[config.mk]
export PLATFORM = sky130hd
export DESIGN_NAME = seq_divider
export DESIGN_NICKNAME = d
export VERILOG_FILES = /design/src/rtl/seq_divider.sv
export SDC_FILE = /design/constraint.sdc
export NUM_CORES = 1
export LEC_CHECK = 0
export BUFFER_PORTS_ARGS = -buffer_cell sky130_fd_sc_hd__buf_2
export CELL_PAD_IN_SITES_DETAIL_PLACEMENT = 0
export CELL_PAD_IN_SITES_GLOBAL_PLACEMENT = 1
export CORE_AREA = 5 5 100 102
export DETAILED_ROUTE_END_ITERATION = 8
export DIE_AREA = 0 0 105 107
export MAX_ROUTING_LAYER = met4
export PLACE_DENSITY_LB_ADDON = 0.1
export SLEW_MARGIN = 20
export SYNTH_ARGS = -nofsm -noshare
export SYNTH_HDL_FRONTEND = slang
export SYNTH_SLANG_ARGS = --single-unit
[constraint.sdc]
create_clock -name clk -period 1.97 [get_ports clk]
set_input_delay 0.197 -clock clk [delete_from_list [all_inputs] [get_ports clk]]
set_output_delay 0.197 -clock clk [all_outputs]
set_load 0.1 [all_outputs]
[src/rtl/seq_divider.sv]
// Signed 8-bit restoring divider: 10-edge latency from the Start sampling edge, held result.
// Optional divide-by-zero detection is built when DIVZERO_DETECT_EN is defined.
module seq_divider (
  input  logic       clk,
  input  logic       Resetn,
  input  logic       Start,
  input  logic [7:0] Dividend,
  input  logic [7:0] Divisor,
  output logic [7:0] Quotient,
  output logic [7:0] Remainder,
`ifdef DIVZERO_DETECT_EN
  output logic       DivZero,
`endif
  output logic       Done
);

  localparam int unsigned W  = 8;
  localparam int unsigned CW = 3;

  typedef enum logic [2:0] {S_IDLE, S_LOAD, S_ITER, S_FIX, S_DONE} state_e;

  state_e          state_q, state_d;
  logic [W-1:0]    dvd_q, dvd_d, dvs_q, dvs_d;
  logic            sn_q, sn_d, sd_q, sd_d;
  logic [W:0]      rem_q, rem_d;
  logic [W-1:0]    acc_q, acc_d, mag_q, mag_d;
  logic [CW-1:0]   cnt_q, cnt_d;
  logic [W-1:0]    quo_q, quo_d, rmd_q, rmd_d;
  logic            done_q, done_d;
  logic            dz_q, dz_d;
  logic [W:0]      sh;

  // State register
  always_ff @(posedge clk or negedge Resetn) begin
    if (!Resetn) state_q <= S_IDLE;
    else         state_q <= state_d;
  end

  // Next-state logic
  always_comb begin
    state_d = state_q;
    case (state_q)
      S_IDLE: if (Start) state_d = S_LOAD;
      S_LOAD: begin
        state_d = S_ITER;
`ifdef DIVZERO_DETECT_EN
        if (dvs_q == '0) state_d = S_DONE;
`endif
      end
      S_ITER: if (cnt_q == CW'(W - 1)) state_d = S_FIX;
      S_FIX:  state_d = S_DONE;
      S_DONE: if (!Start) state_d = S_IDLE;
      default: state_d = S_IDLE;
    endcase
  end

  // Datapath and registered-output next values
  always_comb begin
    dvd_d  = dvd_q;
    dvs_d  = dvs_q;
    sn_d   = sn_q;
    sd_d   = sd_q;
    rem_d  = rem_q;
    acc_d  = acc_q;
    mag_d  = mag_q;
    cnt_d  = cnt_q;
    quo_d  = quo_q;
    rmd_d  = rmd_q;
    dz_d   = dz_q;
    sh     = (W+1)'({rem_q, acc_q[W-1]});
    case (state_q)
      S_IDLE: if (Start) begin
        dvd_d = Dividend;
        dvs_d = Divisor;
        sn_d  = Dividend[W-1];
        sd_d  = Divisor[W-1];
        dz_d  = 1'b0;
      end
      S_LOAD: begin
        // Negating -128 in W bits yields 8'h80, which is the correct unsigned magnitude.
        rem_d = '0;
        acc_d = sn_q ? W'(-dvd_q) : dvd_q;
        mag_d = sd_q ? W'(-dvs_q) : dvs_q;
        cnt_d = '0;
`ifdef DIVZERO_DETECT_EN
        if (dvs_q == '0) begin
          quo_d = '1;
          rmd_d = dvd_q;
          dz_d  = 1'b1;
        end
`endif
      end
      S_ITER: begin
        if (sh >= {1'b0, mag_q}) begin
          rem_d = sh - {1'b0, mag_q};
          acc_d = {acc_q[W-2:0], 1'b1};
        end else begin
          rem_d = sh;
          acc_d = {acc_q[W-2:0], 1'b0};
        end
        cnt_d = CW'(cnt_q + 1'b1);
      end
      S_FIX: begin
        quo_d = (sn_q ^ sd_q) ? W'(-acc_q) : acc_q;
        rmd_d = sn_q ? W'(-rem_q[W-1:0]) : rem_q[W-1:0];
      end
      default: ;
    endcase
    done_d = (state_d == S_DONE);
  end

  always_ff @(posedge clk or negedge Resetn) begin
    if (!Resetn) begin
      dvd_q  <= '0;
      dvs_q  <= '0;
      sn_q   <= 1'b0;
      sd_q   <= 1'b0;
      rem_q  <= '0;
      acc_q  <= '0;
      mag_q  <= '0;
      cnt_q  <= '0;
      quo_q  <= '0;
      rmd_q  <= '0;
      done_q <= 1'b0;
      dz_q   <= 1'b0;
    end else begin
      dvd_q  <= dvd_d;
      dvs_q  <= dvs_d;
      sn_q   <= sn_d;
      sd_q   <= sd_d;
      rem_q  <= rem_d;
      acc_q  <= acc_d;
      mag_q  <= mag_d;
      cnt_q  <= cnt_d;
      quo_q  <= quo_d;
      rmd_q  <= rmd_d;
      done_q <= done_d;
      dz_q   <= dz_d;
    end
  end

  assign Quotient  = quo_q;
  assign Remainder = rmd_q;
  assign Done      = done_q;
`ifdef DIVZERO_DETECT_EN
  assign DivZero   = dz_q;
`else
  logic unused_dz;
  assign unused_dz = dz_q;
`endif

endmodule

==> flow_summary.json, run 1 <==
{
  "synth.cells.most_frequent": "dfrtp_1 (63), nand2_1 (48), o21ai_0 (42), inv_1 (24), nor2_1 (17)",
  "crit_start_category": "flop",
  "initial_core_util_pct": 39.43,
  "synth_top_family_by_area": "compound AO/OA/AOI/OAI gates",
  "holdCritStartpoint": "Divisor[1]",
  "synthesis.instances": 370,
  "fin_nets": 474,
  "pin_count_of_the_biggest_net_entering_global_routing": 40,
  "die_height_um": 107,
  "clock_skew_ns": 0.009875,
  "max_slew.worst_pin.slew_ns": 0.6049,
  "syn2layout_area_growth_pct": 23.11,
  "timing.max_slew.rel_slack_pct": 59.68,
  "cts.sinks": 63,
  "gp_congestion": 0.8251,
  "violated_checks": "setup timing",
  "insertedDiodeCount": 0,
  "place.port_buffers": 35,
  "groute.usage.overall_pct": 15.81,
  "period_minus_slack_ns": 1.996,
  "critical_path.reg2reg.startpoint": "rem_q[5]",
  "clk_latency_worst_skew_pair_ns": 0.34,
  "whs_ns": 0.05692,
  "synthMostInstantiatedCell": "dfrtp_1",
  "antenna_violating_nets_post_route": 0,
  "detailed_place_hpwl_um": 6227,
  "ys_ff_latch": 63,
  "crit_path_max_fanout": 7,
  "die_w_um": 105,
  "avgViaCountPerCell": 5.193,
  "report.final.slew_viol_count": 0,
  "critPathSlowestCell": "dfrtp_1",
  "post_synth_fa_ha_maj_area_fraction_pct": 5.487,
  "drt-initial-drc-count": 96,
  "clockBufferDepth": 2,
  "synth_enable_flop_cells": 0,
  "io-pin-count": 36,
  "worstSetupPathType": "flop to flop",
  "timing.critical_path.from": "rem_q[5]",
  "worst_ep_required_time_ns": 2.20,
  "drcViolationCount": 0,
  "cts_tree": "built",
  "cap_violations": 0,
  "setup_ws_ns": -0.02631,
  "hold_viol": 0,
  "setup_violations": 1,
  "grt.overflow.total": 0,
  "post_synth_num_cell_types": 61,
  "clock_tree.root_cell": "clkbuf_8",
  "grt_first_pass_wirelength_um": 13960,
  "crit_path_end_kind": "flop",
  "async_reset_ff_share_pct": 100.0,
  "die_area_um2": 11240,
  "row_count": 35,
  "cp_delay_by_family_top": "compound AO/OA/AOI/OAI gates",
  "post_route_cells_drive_above_1_share_pct": 29.73,
  "fmax_mhz": 500.9,
  "critical_path.max_stage_delay_ns": 0.43,
  "synth.mux.area_fraction_pct": 4.924,
  "sequential_fraction_of_the_synthesis_area_pct": 44.32,
  "yosysTopAreaCell": "dfrtp_1",
  "route.final.wire_length_um": 8394,
  "xor_and_xnor_fraction_of_the_mapped_netlist_area_pct": 6.155,
  "vias_in_the_first_global_route": 2796,
  "worst_setup_hold_path_clk_slew_ns": 0.07,
  "rsz0062_at_grt": "yes",
  "routed_length_per_instance_um": 15.12,
  "synthSimpleGateAreaFrac_pct": 14.56,
  "core_region_area_um2": 9021,
  "cts_max_level": 3,
  "post_synth_instance_area_um2": 3557,
  "compound_gate_portion_of_the_synthesized_area_pct": 18.89,
  "cp.buffers_inverters": 0,
  "post_synth_main_area_contributors": "dfrtp_1 (44%), o21ai_0 (5.9%), nand2_1 (5.1%)",
  "synthesis.nets": 404,
  "leading_register_cell_type_out_of_synthesis": "dfrtp_1",
  "initial_antenna_violation_count": 0,
  "critical_path_arrival_ns": 2.23,
  "tritoncts.num_buffers": 9,
  "vias": 2882,
  "tritonroute_pass_1_iters": 4,
  "hold_path_class": "input port to flop",
  "run_status": "complete, but fails checks",
  "worstPathCellList": "ha_4 > a21o_4 > or4_4 > o21ai_2 > a2111oi_2 > a311o_1",
  "min_period_over_period_pct": 101.3,
  "yosys.area.top_type_share_pct": 44.32,
  "ys_warn_count": 0,
  "synth.avg_cell_area_um2": 9.614
}
-- registers in the layout, indices dropped and copies added (netlist names) --
signal / flops
state_q: 3
rem_q: 8
dvs_q: 8
Done: 1
Quotient: 8
dvd_q: 8
Remainder: 8
mag_q: 8
acc_q: 8
cnt_q: 3
-- worst paths after layout --
kind,slack (ns),endpoint,cells past startpoint
setup / recovery,-0.03,rem_q[7],6
hold / removal,0.06,dvs_q[1],3
setup reg to reg,-0.03,rem_q[7],6
hold reg to reg,0.47,Remainder[5],2
max in group asynchronous,0.95,cnt_q[1],3
min in group asynchronous,0.39,Quotient[3],2
-- worst register-to-register path, delay by kind of cell (launching register included) --
family	cells	cell delay, ns
adders and majority gates	1	0.29
and+or+nand+nor	1	0.42
AOI/OAI and AO/OA	4	0.75
DFF	1	0.43
-- cells by family after synthesis --
| logic type | after synthesis |
|---|---|
| AOI/OAI and AO/OA | 99 |
| buffers and inverters | 47 |
| muxes | 16 |
| adders and majority gates | 15 |
| xor gates and xnor gates | 25 |
| and+or+nand+nor | 105 |
| DFF | 63 |
-- metal layers --
metal	vias up	GRT usage [%]	wire length, um
li1	1447	-	-
met2	65	23.88	3937
met3	17	3.853	332
met4	0	5.205	189
met1	1353	20.96	3934
met5	-	-	0
-- cells in the final DEF (no fill, tap or decap), drive strengths merged, types with 4 or more instances in the layout --
cell	instances
buf	80
dfrtp	63
nand2	48
o21ai	46
inv	25
nor2	17
xnor2	14
ha	14
mux2	12
xor2	11
clkbuf	9
o31ai	7
or3	7
nand2b	6
a31oi	5
o211ai	5
a211oi	5
nor2b	4
mux2i	4
nand4	4
nor3b	4
clkinv	4
-- what timing repair did --
item,4_1_cts,5_1_grt
hold buffers,1,0
setup endpoints to repair,8,8
endpoints found under the hold margin,24,0
pin swaps,4,6
gates resized for setup,9,7
setup buffers,3,3
gates cloned,0,1
-- per-stage QoR --
step                      instance area (um^2)  worst slack (ns)  std cells    TNS (ns)  utilization, %
after floorplan                           3575          0.001351        370           0               -
after global routing                      4379           -0.1003        555     -0.1630           48.54
final                                     4379          -0.02631        555    -0.02631           48.54
after detailed placement                  4091          -0.04886        532     -0.2363           45.35
after global placement                    4091          -0.03396        532     -0.1381           45.35
after CTS                                 4314        -0.0005884        551  -0.0005884           47.82
-- area by class of cell --
class	instances	area (um^2)
clock buffers	9	123.9
clock inverters	6	38.79
multi-input cells	260	1862
inverters	25	93.84
flip-flops and latches	63	1577
well taps	111	138.9
fillers	885	4642
repair buffers	81	545.5
Power of run 1 is left out: the tool's default activity adds up to more than one toggle a clock period on the data nets, which glitch-free logic cannot reach.
==> inputs of run 2 (changes only) <==
- CORE_AREA: 5 5 100 102 -> 5 5 73 125
- DIE_AREA: 0 0 105 107 -> 0 0 78 130
- clock period: 1.97 -> 2 ns (I/O delays scaled with it)
==> run 2 against run 1 <==
  * The flow now finishes without violations
  * Via count shrank 0.45%
  * Highest routed layer unchanged
  * Sequential share of layout area shrank 0.37 points
  * Cell area grew 1.0%
  * Wire length shrank 3.3%
==> flow_summary.json, run 2 (synthesis results as in run 1) <==
{
  "insertedDiodeCount": 0,
  "hold_path_class": "input port to flop",
  "clk_latency_worst_skew_pair_ns": 0.33,
  "die_w_um": 78,
  "groute.usage.overall_pct": 17.60,
  "antenna_violating_nets_post_route": 0,
  "rsz0062_at_grt": "yes",
  "grtUsageMet2_pct": 30.97,
  "drcViolationCount": 0,
  "period_minus_slack_ns": 1.969,
  "clock_skew_ns": 0.004933,
  "tritoncts.num_buffers": 9,
  "mostFrequentLayoutCells": "dfrtp_1 (63), nand2_1 (48), o21ai_0 (41)",
  "fmax_mhz": 507.8,
  "post_route_cells_drive_above_1_share_pct": 29.55,
  "worstPathCellList": "inv_1 > ha_2 > inv_2 > fa_2 > a211oi_2 > buf_4 > o21ai_1 > nor3b_2 > a211oi_1 > nand2b_1",
  "worst_setup_hold_path_clk_slew_ns": 0.05,
  "crit_path_max_fanout": 4,
  "crit_path_end_kind": "flop",
  "hold_viol": 0,
  "grt_use_met3_pct": 3.522,
  "cts.sinks": 63,
  "clock_tree.root_cell": "clkbuf_16",
  "final-instance-count-excl-fill": 530,
  "io-pin-count": 36,
  "gp_congestion": 0.8247,
  "timing.max_slew.rel_slack_pct": 59.51,
  "whs_ns": 0.07512,
  "vias": 2869,
  "critical_path_arrival_ns": 2.23,
  "place.port_buffers": 35,
  "use_met1_pct": 18.22,
  "core_region_area_um2": 7909,
  "cts_tree": "built",
  "setup_violations": 0,
  "cts_max_level": 3,
  "die_area_um2": 10140,
  "pin_count_of_the_biggest_net_entering_global_routing": 64,
  "fin_nets": 470,
  "worst_ep_required_time_ns": 2.27,
  "layout.cells.most_common": "dfrtp_1",
  "initial_core_util_pct": 44.98,
  "crit_start_category": "flop",
  "avgViaCountPerCell": 5.413,
  "vias_in_the_first_global_route": 2774,
  "detailed_place_hpwl_um": 6074,
  "critical_path.max_stage_delay_ns": 0.38,
  "clockBufferDepth": 2,
  "worstSetupPathType": "flop to flop",
  "most_heavily_used_metal_layer_in_global_routing": "met2",
  "syn2layout_area_growth_pct": 24.38,
  "routed_length_per_instance_um": 15.32,
  "die_height_um": 130,
  "report.final.slew_viol_count": 0,
  "critPathSlowestCell": "dfrtp_1",
  "dp_cells": 509,
  "run_status": "finished, final reports clean",
  "max_slew.worst_pin.slew_ns": 0.6031,
  "row_count": 43,
  "route.final.wire_length_um": 8118,
  "cp_delay_by_family_top": "adder cells",
  "grt_first_pass_wirelength_um": 13460,
  "cp.buffers_inverters": 3,
  "initial_antenna_violation_count": 0,
  "grt.overflow.total": 0,
  "cap_violations": 0,
  "min_period_over_period_pct": 98.46,
  "tritonroute_pass_1_iters": 4,
  "drt-initial-drc-count": 167
}
-- run 2: changes by cell type in the layout (fill, tap and decap cells not counted), moves of 2 or more --
cell	before	now
clkbuf_16	0	9
clkbuf_8	9	1
buf_4	42	40
ha_1	10	8
ha_2	1	3
-- run 2: final cells by class --
type | instances | area [um^2]
Timing Repair Buffer | 77 | 505.5
Tap cell | 90 | 112.6
Inverter | 25 | 93.84
Sequential cell | 63 | 1577
Clock buffer | 11 | 242.7
Fill cell | 719 | 3485
Clock inverter | 4 | 22.52
Multi-Input combinational cell | 260 | 1871
-- run 2: what timing repair did --
action / in CTS / in global routing
setup buffers: 2 / 3
pin swaps: 4 / 9
resized for setup: 8 / 12
endpoints found under the setup margin: 6 / 4
hold endpoints to repair: 63 / 0
hold buffers: 1 / 0
-- run 2: path summary, 6_finish.rpt --
check                             start  cells after the start            to  slack, ns
setup reg to reg               acc_q[7]                     10      rem_q[6]       0.03
setup / recovery               acc_q[7]                     10      rem_q[6]       0.03
hold / removal               Divisor[0]                      3      dvs_q[0]       0.08
hold reg to reg            Remainder[6]                      2  Remainder[6]       0.47
max in group asynchronous        Resetn                      3      mag_q[5]       1.31
min in group asynchronous        Resetn                      3  Remainder[2]       0.41
-- run 2: worst reg2reg max path: stages, from the launching register on --
cell and delay, ns:
dfrtp_1 0.38, inv_1 0.06, ha_2 0.18, inv_2 0.04
fa_2 0.37, a211oi_2 0.24, buf_4 0.16, o21ai_1 0.05
nor3b_2 0.16, a211oi_1 0.16, nand2b_1 0.12
-- run 2: metrics by stage --
stage          setup TNS, ns  worst slack [ns]  cell area [um^2]  utilization [%]
5_1_grt              -0.1432          -0.08676              4424            55.94
6_report                   0           0.03079              4424            55.94
2_1_floorplan              0           0.01245              3557                -
4_1_cts                    0          0.008728              4349            54.99
3_5_place_dp         -0.1886          -0.06187              4020            50.83
3_3_place_gp         -0.1604          -0.05962              4020            50.83
-- run 2: layer usage --
layer,vias to the layer above,share of wire (%)
met3,21,2.9
met4,0,3.4
met2,48,55
met5,-,0
met1,1345,39
li1,1455,-
Power of run 2 is left out for the same reason.
==> inputs of run 3 (changes only) <==
- CORE_AREA: 5 5 73 125 -> 5 5 71 121
- DIE_AREA: 0 0 78 130 -> 0 0 76 126
- clock period: 2 -> 2.3 ns (I/O delays scaled with it)
==> run 3 against run 2 <==
  * Worst setup slack gained 0.088 ns
  * Highest routed layer unchanged
  * Via count shrank 3.5%
  * Final cell count shrank 4.9%
  * Clock skew grew 0.0022 ns
  * Flip-flop and latch count is the same
  * Critical endpoint is now rem_q[3]
==> flow_summary.json, run 3 (synthesis results as in run 1) <==
{
  "avgViaCountPerCell": 5.492,
  "worstSetupPathType": "flop to flop",
  "max_slew.worst_pin.slew_ns": 0.9741,
  "syn2layout_area_growth_pct": 18.01,
  "fin_nets": 445,
  "clock_tree.root_cell": "clkbuf_16",
  "die_w_um": 76,
  "worst_ep_required_time_ns": 2.51,
  "cts_tree": "built",
  "cts.sinks": 63,
  "setup_violations": 0,
  "worst_setup_hold_path_clk_slew_ns": 0.05,
  "run_status": "finished, final reports clean",
  "crit_start_category": "flop",
  "groute.usage.overall_pct": 17.65,
  "initial_core_util_pct": 47.34,
  "crit_path_end_kind": "flop",
  "timing.max_slew.rel_slack_pct": 34.93,
  "hold_path_class": "input port to flop",
  "drcViolationCount": 0,
  "rsz0062_at_grt": "no",
  "grt.overflow.total": 0,
  "grt_first_pass_wirelength_um": 13190,
  "detailed_place_hpwl_um": 5948,
  "antenna_violating_nets_post_route": 0,
  "vias": 2768,
  "clockBufferDepth": 2,
  "die_area_um2": 9576,
  "postCtsSetupRepairBufs": 0,
  "place.port_buffers": 35,
  "route.final.wire_length_um": 7782,
  "report.final.slew_viol_count": 0,
  "mostFrequentLayoutCells": "dfrtp_1 (63), nand2_1 (48), o21ai_0 (42)",
  "critical_path_arrival_ns": 2.39,
  "io-pin-count": 36,
  "period_minus_slack_ns": 2.181,
  "tritoncts.num_buffers": 9,
  "insertedDiodeCount": 0,
  "clk_latency_worst_skew_pair_ns": 0.33,
  "die_height_um": 126,
  "crit_path_max_fanout": 11,
  "hold_viol": 0,
  "initial_antenna_violation_count": 0,
  "pin_count_of_the_biggest_net_entering_global_routing": 33,
  "drt-initial-drc-count": 139,
  "vias_in_the_first_global_route": 2779,
  "tritonroute_pass_1_iters": 4,
  "core_region_area_um2": 7515,
  "clock_skew_ns": 0.007127,
  "row_count": 42,
  "final.setup.tns_ns": 0,
  "cap_violations": 0,
  "routed_length_per_instance_um": 15.44,
  "post_route_cells_drive_above_1_share_pct": 21.63,
  "fmax_mhz": 458.5,
  "layout.cells.most_common": "dfrtp_1",
  "gp_congestion": 0.8332,
  "cts_max_level": 3,
  "min_period_over_period_pct": 94.84
}
==> run 3: cell types whose count changed in the layout (fill, tap and decap cells not counted), moves of 2 or more <==
| cell | previous run | this run |
|---|---|---|
| buf_4 | 40 | 16 |
| ha_2 | 3 | 1 |
| ha_1 | 8 | 13 |
| inv_2 | 3 | 1 |
| bufinv_16 | 0 | 2 |
| ha_4 | 3 | 0 |
| inv_1 | 22 | 24 |
| clkinv_2 | 3 | 1 |
==> run 3: layout make-up <==
| class | count | area [um^2] |
|---|---|---|
| fillers | 715 | 3317 |
| multi-input cells | 260 | 1787 |
| flip-flops and latches | 63 | 1577 |
| repair buffers | 52 | 305.3 |
| clock buffers | 13 | 260.3 |
| well taps | 88 | 110.1 |
| inverters | 25 | 93.84 |
| clock inverters | 3 | 65.06 |
==> run 3: repair_timing <==
item | 4_1_cts | 5_1_grt
hold buffers | 1 | 0
endpoints found under the hold margin | 18 | 0
setup endpoints to repair | 0 | 1
resized for setup | 0 | 2
==> run 3: metrics by stage <==
stage / hold WS, ns / instances / setup WS [ns] / area, um^2 / util [%]
floorplan: -0.06559 / 370 / 0.3125 / 3557 / -
global placement: 0.1940 / 487 / 0.1590 / 3855 / 51.30
detailed placement: 0.2003 / 487 / 0.1035 / 3855 / 51.30
CTS: 0.09317 / 504 / 0.1023 / 4190 / 55.76
global route: 0.1070 / 504 / 0.01424 / 4198 / 55.86
finish: 0.1055 / 504 / 0.1188 / 4198 / 55.86
==> run 3: layer usage <==
metal,vias up,share of wire (%),global-route usage [%]
li1,1394,-,-
met1,1304,41,19.16
met2,51,52,29.34
met3,19,3.9,4.929
met4,0,3.2,8.595
met5,-,0,-
==> run 3: critical path: stages, from the launching register on <==
cell and delay, ns:
dfrtp_1 0.44, ha_2 0.42, o21ai_2 0.08, a21oi_2 0.21, o311ai_2 0.13, buf_4 0.19
and2_1 0.24, a311o_1 0.37
==> run 3: path summary, 6_finish.rpt <==
kind / start / to / slack (ns) / cells past startpoint
hold / removal: Dividend[1] / dvd_q[1] / 0.11 / 3
setup / recovery: rem_q[1] / rem_q[3] / 0.12 / 7
max in group asynchronous: Resetn / state_q[0] / 1.25 / 3
setup reg to reg: rem_q[1] / rem_q[3] / 0.12 / 7
hold reg to reg: Remainder[6] / Remainder[6] / 0.47 / 2
min in group asynchronous: Resetn / Remainder[3] / 0.38 / 2
Power of run 3 is left out for the same reason.
